--- src/rtl/if_id_buffer.sv ---
// Two-entry fetch->decode instruction buffer with valid/ready on both sides.
// A flush empties it. Entries carry a misaligned-PC tag, and a saturating counter tracks entries dropped by flushes.
module if_id_buffer #(
  parameter int unsigned INSTRUCTION = 32,
  parameter int unsigned ADDRESS     = 32
) (
  input  logic                   clk,
  input  logic                   rst,
  input  logic                   in_valid,
  output logic                   in_ready,
  input  logic [INSTRUCTION-1:0] in_instruction,
  input  logic [ADDRESS-1:0]     in_pc,
  input  logic                   flush,
  output logic                   out_valid,
  input  logic                   out_ready,
  output logic [INSTRUCTION-1:0] out_instruction,
  output logic [ADDRESS-1:0]     out_pc,
  output logic [ADDRESS-1:0]     out_pc_plus4,
  output logic                   out_misaligned,
  output logic [1:0]             count,
  output logic [15:0]            flush_drops
);

  localparam int unsigned DEPTH   = 2;
  localparam int unsigned CNT_W   = 2;
  localparam int unsigned DROPS_W = 16;
  localparam logic [INSTRUCTION-1:0] NOP = INSTRUCTION'(32'h0000_0013);

  typedef struct packed {
    logic [INSTRUCTION-1:0] instruction;
    logic [ADDRESS-1:0]     pc;
    logic                   misaligned;
  } entry_t;

  entry_t             entry_q [DEPTH];
  entry_t             entry_d [DEPTH];
  logic               head_q, head_d;
  logic               tail_q, tail_d;
  logic [CNT_W-1:0]   count_q, count_d;
  logic [DROPS_W-1:0] flush_drops_q, flush_drops_d;

  logic               push_c;
  logic               pop_c;
  logic [DROPS_W:0]   drops_sum_c;
  entry_t             head_c;

  // Handshake flags depend on registered occupancy only.
  assign in_ready  = (count_q != CNT_W'(DEPTH));
  assign out_valid = (count_q != '0);
  assign push_c    = in_valid && in_ready && !flush;
  assign pop_c     = out_valid && out_ready && !flush;

  // Next-state: flush overrides any push/pop in the same cycle.
  always_comb begin
    entry_d       = entry_q;
    head_d        = head_q;
    tail_d        = tail_q;
    count_d       = count_q;
    flush_drops_d = flush_drops_q;
    drops_sum_c   = {1'b0, flush_drops_q} + (DROPS_W+1)'(count_q);

    if (flush) begin
      head_d        = 1'b0;
      tail_d        = 1'b0;
      count_d       = '0;
      flush_drops_d = drops_sum_c[DROPS_W] ? '1 : drops_sum_c[DROPS_W-1:0];
    end else begin
      if (push_c) begin
        entry_d[tail_q] = '{instruction: in_instruction,
                            pc:          in_pc,
                            misaligned:  (in_pc[1:0] != 2'b00)};
        tail_d          = ~tail_q;
      end
      if (pop_c) begin
        head_d = ~head_q;
      end
      case ({push_c, pop_c})
        2'b10:   count_d = count_q + CNT_W'(1);
        2'b01:   count_d = count_q - CNT_W'(1);
        default: count_d = count_q;
      endcase
    end
  end

  always_ff @(posedge clk or negedge rst) begin
    if (!rst) begin
      for (int i = 0; i < int'(DEPTH); i++) begin
        entry_q[i] <= '0;
      end
      head_q        <= 1'b0;
      tail_q        <= 1'b0;
      count_q       <= '0;
      flush_drops_q <= '0;
    end else begin
      entry_q       <= entry_d;
      head_q        <= head_d;
      tail_q        <= tail_d;
      count_q       <= count_d;
      flush_drops_q <= flush_drops_d;
    end
  end

  // Head view; empty buffer presents a NOP at PC 0 so decode sees harmless data.
  always_comb begin
    head_c          = entry_q[head_q];
    out_instruction = NOP;
    out_pc          = '0;
    out_pc_plus4    = '0;
    out_misaligned  = 1'b0;
    if (out_valid) begin
      out_instruction = head_c.instruction;
      out_pc          = head_c.pc;
      out_pc_plus4    = head_c.pc + ADDRESS'(4);
      out_misaligned  = head_c.misaligned;
    end
  end

  assign count       = count_q;
  assign flush_drops = flush_drops_q;

endmodule
--- config.mk ---
export PLATFORM = sky130hd
export DESIGN_NAME = if_id_buffer
export DESIGN_NICKNAME = d
export VERILOG_FILES = /design/src/rtl/if_id_buffer.sv
export SDC_FILE = /design/constraint.sdc
export NUM_CORES = 1
export LEC_CHECK = 0
export ABC_AREA = 1
export BUFFER_PORTS_ARGS = -buffer_cell sky130_fd_sc_hd__buf_2
export CAP_MARGIN = 25
export CORE_ASPECT_RATIO = 1.25
export CORE_MARGIN = 5
export CORE_UTILIZATION = 49
export DETAILED_ROUTE_END_ITERATION = 10
export GPL_ROUTABILITY_DRIVEN = 0
export PLACE_DENSITY = 0.76
export SETUP_SLACK_MARGIN = 0.4
export SLEW_MARGIN = 20
export SYNTH_ARGS = -nofsm -noshare
export SYNTH_HDL_FRONTEND = slang
export SYNTH_SLANG_ARGS = --single-unit
--- constraint.sdc ---
create_clock -name clk -period 2 [get_ports clk]
set_input_delay 0.4 -clock clk [delete_from_list [all_inputs] [get_ports clk]]
set_output_delay 0.4 -clock clk [all_outputs]
set_load 0.03 [all_outputs]
* Word level (Yosys, flattened, before mapping)
Index checks and enable logic that the tools add are counted.
Operators by class: add/sub/neg operators 4, order comparisons 3, $mul 0, div/mod/pow operators 0, shifts and indexed selects 0, bitwise operators 5, equal/unequal tests 3, mux-type cells 17, reductions and logical operators 12
Operators by type and width (count):
- 65-bit two-way mux | 4
- 130-bit bitwise mux | 1
- 32-bit two-way mux | 3
- 65-bit demux with 1-bit select | 1
- 32-bit by 3-bit adder with 32-bit output, second input constant | 1
- 16-bit by 2-bit adder with 17-bit output | 1
- 16-bit two-way mux | 1
- 2-bit nonzero test | 4
- 1-bit logical AND | 5
- 1-bit two-way mux | 5
- 2-bit greater-or-equal comparator, second input constant | 2
- 1-bit inverter with 2-bit output | 2
- 2-bit one-hot mux with 2 select lines | 1
- 1-bit inverter | 3
- 3-bit nonzero test | 1
- 2-bit by 1-bit adder with 2-bit output, second input constant | 1
- 2-bit by 1-bit equality test with 1-bit output, second input constant | 1
- 2-bit equality test, second input constant | 1
- 2-bit by 1-bit less-than comparator with 1-bit output, second input constant | 1
- 2-bit two-way mux | 1
- 2-bit inequality test, second input constant | 1
- 2-bit AND reduction | 1
- 2-bit by 1-bit subtractor with 2-bit output, second input constant | 1
- 1-bit logical NOT | 1
Storage, ports and cells: bits in latches 0, bits in writable memories 0, output and inout port bits 117, memory bits (read-only) 0, flip-flop bits (word level) 150, word-level logic and storage cells 54, memories 0

* Logic depth before layout (Yosys ltp)
Gate-level depths: netlist of the first run.
depth in word-level cells 6, mapped depth 14, gate-level depth less buffers 13

* Worst setup path before layout of the first run
Ideal clock, no wire load.
path kind reg2out, start point register head_q, end point output port out_pc_plus4[16], path slack -0.585 ns, data required time 1.600 ns, cell stages (with the launch flop) 13, arrival 2.185 ns, cell sequence dfrtp_1 > buf_6 > buf_6 > nand2_1 > o21ai_1 > inv_1 > ha_1 > nand2_1 > nor2_1 > nand2_1 > nor2_1 > nor2_1 > nor3_1
Between the ends: longest elaborated chain between the ends 6
Ends and longest elaborated chain:
- from (decl) | line 37 | logic head_q, head_d;
- from (signal assigned) | line 90 | head_q <= 1'b0;
- from (signal assigned) | line 96 | head_q <= head_d;
- 1-bit inverter with 2-bit output (implied by the code) | line 105 | head_c = entry_q[head_q];
- 65-bit two-way mux (implied by the code) (3 in series) | line 105
- 32-bit by 3-bit adder with 32-bit output | line 113 | out_pc_plus4 = head_c.pc + ADDRESS'(4);
- 32-bit two-way mux | line 110 | if (out_valid) begin
- to (decl) | line 18 | output logic [ADDRESS-1:0] out_pc_plus4,
Every way passes these cells. The select of a mux whose other input is x is not followed.

* Worst setup path after layout of the first run
start point register head_q, end point output port out_pc_plus4[23]
Same word-level chain as after synthesis.

==> results.cfg, run 1 <==
[run_status]
outcome = complete, but fails checks
violations = setup timing

[die]
die_area_sq_um = 19300
die_h_microns = 154
die_x_microns = 125
io_pins = 186
initial_core_util_pct = 49.9
num_rows = 52
core_sq_um = 16300

[final_layout]
final_core_util_pct = 88.0
syn2layout_area_growth_pct = 76.4
insertedDiodeCount = 0
fin_cells = 1682
layout-drive-gt1-share_pct = 50.1
num-nets-final = 1526

[sta]
grt_setup_unrepaired = yes
finalCritPeriodShare_pct = 144
relSlewSlack_pct = 65.2
finalSetupTns_ns = -44.80
setup_slack_ns = -0.885
finalSetupViolations = 97
hold_viol = 0
skew_ns = 0.0117
maxSlewViolCount = 0
worst_pin_slew_ns = 0.522
fin_crit_ns = 2.88
maxClockFrequency_ghz = 0.347

[global_route]
antenna_found_initial = 1
grt_pass1_vias = 8814
grt.overflow.total = 0
track_usage_pct = 27.6
grt_max_degree = 56
grt_pass1_wl_mm = 43.3

[routing]
drc = 0
wl_per_cell_microns = 20.4
finalWirelength_mm = 34.4
drtAntennaViolNets = 0
num_vias = 9578
via_per_inst = 5.69
first_pass_iters = 8
initialDrtViolationCount = 716

[cts]
clock_sinks = 150
clk-insertion-delay-late_ns = 0.42
clk_path_buf_depth = 2
htree_levels = 4
cts_tree = done
cts_root_buffer = clkbuf_16
cts_inserted_buffers = 17
clk_pin_slew_ns = 0.07

[synthesis]
synth_edf_count = 0
synth-seq-area-share_pct = 46.2
synth.distinct_cells = 35
ys_seq_elements = 150
syn_nets = 1204
synth_area_sq_um = 8120
async_flop_share_pct = 100
synthFlopType = dfrtp_1
syn_inst = 1131
avgSynthCellArea_sq_um = 7.18
yosysTopAreaCell = dfrtp_1
ys_warn_count = 0
yosysTopAreaCellShare_pct = 46.2
synthTopCellsByArea = dfrtp_1 (46%), nand2_1 (19%), o21ai_0 (7.5%)

[setup_path]
cp_max_fo = 6
required_ns = 1.60
crit_arrival_ns = 2.48
start_kind = register
crit_type = register to output port
ff2ff_path_depth = 10
setup.worst_path.end_class = output port

[power_and_ir_drop]
vdd_drop_max_uv = 836
power_density_nw_per_um2 = 1400
leakagePower_nw = 6.87

[worst_hold_path]
holdPathStages = 3
min_path_type = input port to register

[placement]
dpl_worst_slack_ns = -0.380
dp_cells = 1573
dp_hpwl_mm = 16.4
port_buffers = 185

[job]
drv_cap = 0
[flip-flops by register name (all words and copies together), names as in the netlist]
register	count
entry_q	130
tail_q	1
head_q	1
count	2
flush_drops	16
[per-layer routing]
| metal | wire, microns | GRT usage, % | vias to the layer above |
|---|---|---|---|
| met4 | 2150 | 10.4 | 2 |
| met3 | 2290 | 4.89 | 204 |
| li1 | - | - | 4201 |
| met5 | 12 | 0 | - |
| met1 | 11800 | 31.1 | 4588 |
| met2 | 18100 | 51.4 | 583 |
[synthesized netlist by cell type (10+ instances only)]
cell type and instances:
buf_2 23, nand2_1 405, nand3_1 33, a21oi_1 49
nor2_1 77, inv_1 133, o21ai_0 121, dfrtp_1 150
nor3_1 10, nand2_2 13, o21ai_1 34, clkbuf_1 21
[stage by stage]
stage	instance area (sq um)	total power [mW]	hold WS [ns]
floorplan	9550	11.0	0.104
global placement	11100	12.9	0.381
detailed placement	11100	13.1	0.383
CTS	13100	18.2	0.185
global route	14300	20.9	0.204
finish	14300	20.0	0.201
[cells by family after synthesis]
family / share of synthesized area [%]
buffers and inverters: 10.4
adders and majority gates: 0.709
AOI/OAI and AO/OA: 13.0
and+or+nand+nor: 28.9
DFF: 46.2
muxes: 0.139
xor gates and xnor gates: 0.647
[timing repair]
| item | 4_1_cts | 5_1_grt |
|---|---|---|
| pin swaps | 48 | 81 |
| hold buffers | 1 | 0 |
| setup buffers | 22 | 27 |
| hold endpoints to repair | 46 | 0 |
| endpoints found under the setup margin | 169 | 247 |
| cloned | 10 | 17 |
| gates resized for setup | 323 | 198 |
[layout by cell type, fill, tap and decap left out, types with 14 or more instances in the layout]
| master | count |
|---|---|
| buf_6 | 153 |
| buf_4 | 75 |
| nand3_1 | 22 |
| nand2_2 | 59 |
| o21ai_2 | 27 |
| nor2_1 | 25 |
| clkbuf_16 | 29 |
| dfrtp_1 | 146 |
| buf_2 | 84 |
| nor2_4 | 52 |
| a21oi_4 | 42 |
| o21ai_0 | 38 |
| nand2_4 | 61 |
| o21ai_1 | 84 |
| inv_2 | 26 |
| nand2_1 | 298 |
| nor2_2 | 14 |
| buf_12 | 17 |
| inv_1 | 100 |
[worst max-delay path: stages (launching register included)]
cell,delay (ns)
dfrtp_4,0.56
inv_8,0.12
nand2_1,0.17
nand2_4,0.14
nand2_2,0.08
nor2_4,0.19
nand3_4,0.16
nor2_4,0.18
nand2_1,0.08
nand2_1,0.09
nand2_1,0.09
inv_2,0.06
buf_6,0.12
[final timing paths]
kind / end / slack, ns / startpoint
worst max-delay path: out_pc_plus4[23] / -0.88 / head_q
min in group asynchronous: entry_q[52] / 0.49 / rst
worst min register to register: entry_q[23] / 0.47 / entry_q[23]
max in group asynchronous: entry_q[111] / 0.87 / rst
worst max register to register: flush_drops[6] / 0.03 / count[1]
worst min-delay path: entry_q[29] / 0.20 / in_pc[28]
[where the power goes]
group | total (mW) | internal (mW) | leakage, nW | switching [mW]
Clock | 3.15 | 1.80 | 0.266 | 1.36
Sequential | 5.23 | 4.23 | 1.88 | 1.01
Combinational | 11.6 | 4.96 | 4.73 | 6.66
[area by class of cell]
type | instances | area, sq um
Clock buffer | 20 | 457
Timing Repair inverter | 2 | 22.5
Clock inverter | 12 | 116
Sequential cell | 150 | 3760
Timing Repair Buffer | 357 | 3770
Inverter | 140 | 587
Tap cell | 216 | 270
Fill cell | 735 | 1950
Multi-Input combinational cell | 785 | 5330
Note: power is estimated with default switching activity, not from simulation.
==> run 2, diff against run 1 <==
--- a/config.mk
+++ b/config.mk
@@ -6,14 +6,14 @@
 export NUM_CORES = 1
 export LEC_CHECK = 0
 export ABC_AREA = 1
-export BUFFER_PORTS_ARGS = -buffer_cell sky130_fd_sc_hd__buf_2
+export BUFFER_PORTS_ARGS = -buffer_cell sky130_fd_sc_hd__buf_4
 export CAP_MARGIN = 25
 export CORE_ASPECT_RATIO = 1.25
 export CORE_MARGIN = 5
-export CORE_UTILIZATION = 49
+export CORE_UTILIZATION = 59
 export DETAILED_ROUTE_END_ITERATION = 10
 export GPL_ROUTABILITY_DRIVEN = 0
-export PLACE_DENSITY = 0.76
+export PLACE_DENSITY = 0.86
 export SETUP_SLACK_MARGIN = 0.4
 export SLEW_MARGIN = 20
 export SYNTH_ARGS = -nofsm -noshare
==> constraint.sdc (replaced) <==
create_clock -name clk -period 3.7 [get_ports clk]
set_input_delay 0.74 -clock clk [delete_from_list [all_inputs] [get_ports clk]]
set_output_delay 0.74 -clock clk [all_outputs]
set_load 0.03 [all_outputs]
==> results.cfg, run 2 (same netlist as run 1, synthesis figures left out) <==
[die]
die_x_microns = 115
die_area_sq_um = 16200
core_sq_um = 13600
num_rows = 48
io_pins = 186
initial_core_util_pct = 59.6
die_h_microns = 141

[setup_path]
setup.worst_path.end_class = output port
required_ns = 2.96
r2r_start = count[0]
path_cells = nand2_1, o21ai_1, inv_1, ha_2, nand2_2, nor2_1, nand2_1, nor2_1, nor2_1, nor3_1, buf_4
worst-r2r-setup-slack_ns = 1.29
r2r_end = flush_drops[14]
max_stage_delay_ns = 0.54
crit_type = register to output port
crit_buf_inv = 2
cp_max_fo = 6
crit_arrival_ns = 2.42
crit_top_cell = nor2_1
start_kind = register
ff2ff_path_depth = 9
cpMaxStageDelayCell = dfrtp_4
cpLargestDelayFamily = simple AND/OR/NAND/NOR gates

[sta]
maxSlewViolCount = 0
finalSetupTns_ns = 0
worst_pin_slew_ns = 0.737
grt_setup_unrepaired = yes
hold_viol = 0
finalSetupViolations = 0
maxClockFrequency_ghz = 0.316
setup_slack_ns = 0.538
relSlewSlack_pct = 50.9
fin_crit_ns = 3.16
finalCritPeriodShare_pct = 85.5
skew_ns = 0.00952

[final_layout]
layout_common_cells = nand2_1 (404), buf_4 (201), dfrtp_1 (149)
num-nets-final = 1371
syn2layout_area_growth_pct = 25.6
top_register = entry_q
largest_register_ff_count = 130
layout-drive-gt1-share_pct = 21.6
insertedDiodeCount = 0
final_core_util_pct = 74.8
final_common_cell = nand2_1

[placement]
dpl_worst_slack_ns = 0.827
dp_hpwl_mm = 14.4
port_buffers = 185

[cts]
cts_root_buffer = clkbuf_16
clk-insertion-delay-late_ns = 0.42
cts_inserted_buffers = 17
clock_sinks = 150
clk_path_buf_depth = 2
htree_levels = 4
cts_tree = done
cts_hold_buffers = 0
clk_pin_slew_ns = 0.06

[global_route]
grt_pass1_wl_mm = 33.8
track_usage_pct = 25.6
grt.overflow.total = 0
grt_pass1_vias = 7368
grt_max_degree = 81
antenna_found_initial = 0

[routing]
wl_per_cell_microns = 14.1
via_per_inst = 5.21
num_vias = 7743
first_pass_iters = 5
drtAntennaViolNets = 0
finalWirelength_mm = 20.9
initialDrtViolationCount = 433
drc = 0

[power_and_ir_drop]
leakagePower_nw = 5.34
power_density_nw_per_um2 = 763
vdd_drop_max_uv = 457

[job]
drv_cap = 0

[run_status]
outcome = complete, no violations

[worst_hold_path]
min_path_type = input port to async pin
run 2: cell count changes in the layout (fill, tap and decap cells not counted), moves of 50 or more:
cell | before | now
o21ai_1 | 84 | 34
buf_6 | 153 | 2
buf_4 | 75 | 201
buf_2 | 84 | 0
nand2_1 | 298 | 404
o21ai_0 | 38 | 121
nand2_4 | 61 | 0
run 2: how the worst max path moves through the flow:
stage	startpoint	endpoint	slack, ns	cells past startpoint
2_1_floorplan	head_q	out_pc_plus4[16]	0.77	12
3_3_place_gp	head_q	out_pc_plus4[26]	0.86	13
3_5_place_dp	head_q	out_pc_plus4[26]	0.83	13
4_1_cts	head_q	out_pc_plus4[26]	0.42	13
5_1_grt	head_q	out_pc_plus4[30]	0.33	13
6_report	head_q	out_pc_plus4[16]	0.54	11
run 2: report_power, final:
group / total (mW) / switching, mW / internal (mW)
Clock: 1.71 / 0.686 / 1.02
Sequential: 2.66 / 0.373 / 2.28
Combinational: 3.42 / 2.26 / 1.16
Total: 7.78 / 3.32 / 4.46
run 2: cell type report:
class / count / area, sq um
fill: 1065 / 3440
timing repair buffer: 204 / 1540
multi-input combinational: 785 / 3550
sequential: 150 / 3760
tap: 175 / 219
clock buffer: 19 / 443
clock inverter: 13 / 148
inverter: 140 / 539
run 2: metal layers:
layer | global-route usage [%] | vias up | routed length, microns
li1 | - | 3861 | -
met3 | 4.89 | 38 | 1380
met1 | 32.4 | 3590 | 8390
met5 | 0 | - | 0
met4 | 8.78 | 0 | 472
met2 | 43.8 | 254 | 10600
run 2: stage by stage:
stage          hold slack (ns)  total power [mW]  std cells  instance area (sq um)
5_1_grt                  0.399              8.31       1486                  10200
3_3_place_gp             0.450              5.94       1448                   9530
4_1_cts                  0.373              7.77       1480                  10100
3_5_place_dp             0.461              6.03       1448                   9530
6_report                 0.336              7.78       1486                  10200
2_1_floorplan            0.437              4.95       1131                   8120
run 2: repair_timing:
action / in CTS / in global routing
cloned: 0 / 0
buffers inserted: 0 / 6
pin swaps: 0 / 2
endpoints found under the hold margin: 0 / 0
endpoints found under the setup margin: 2 / 20
resized for setup: 1 / 9
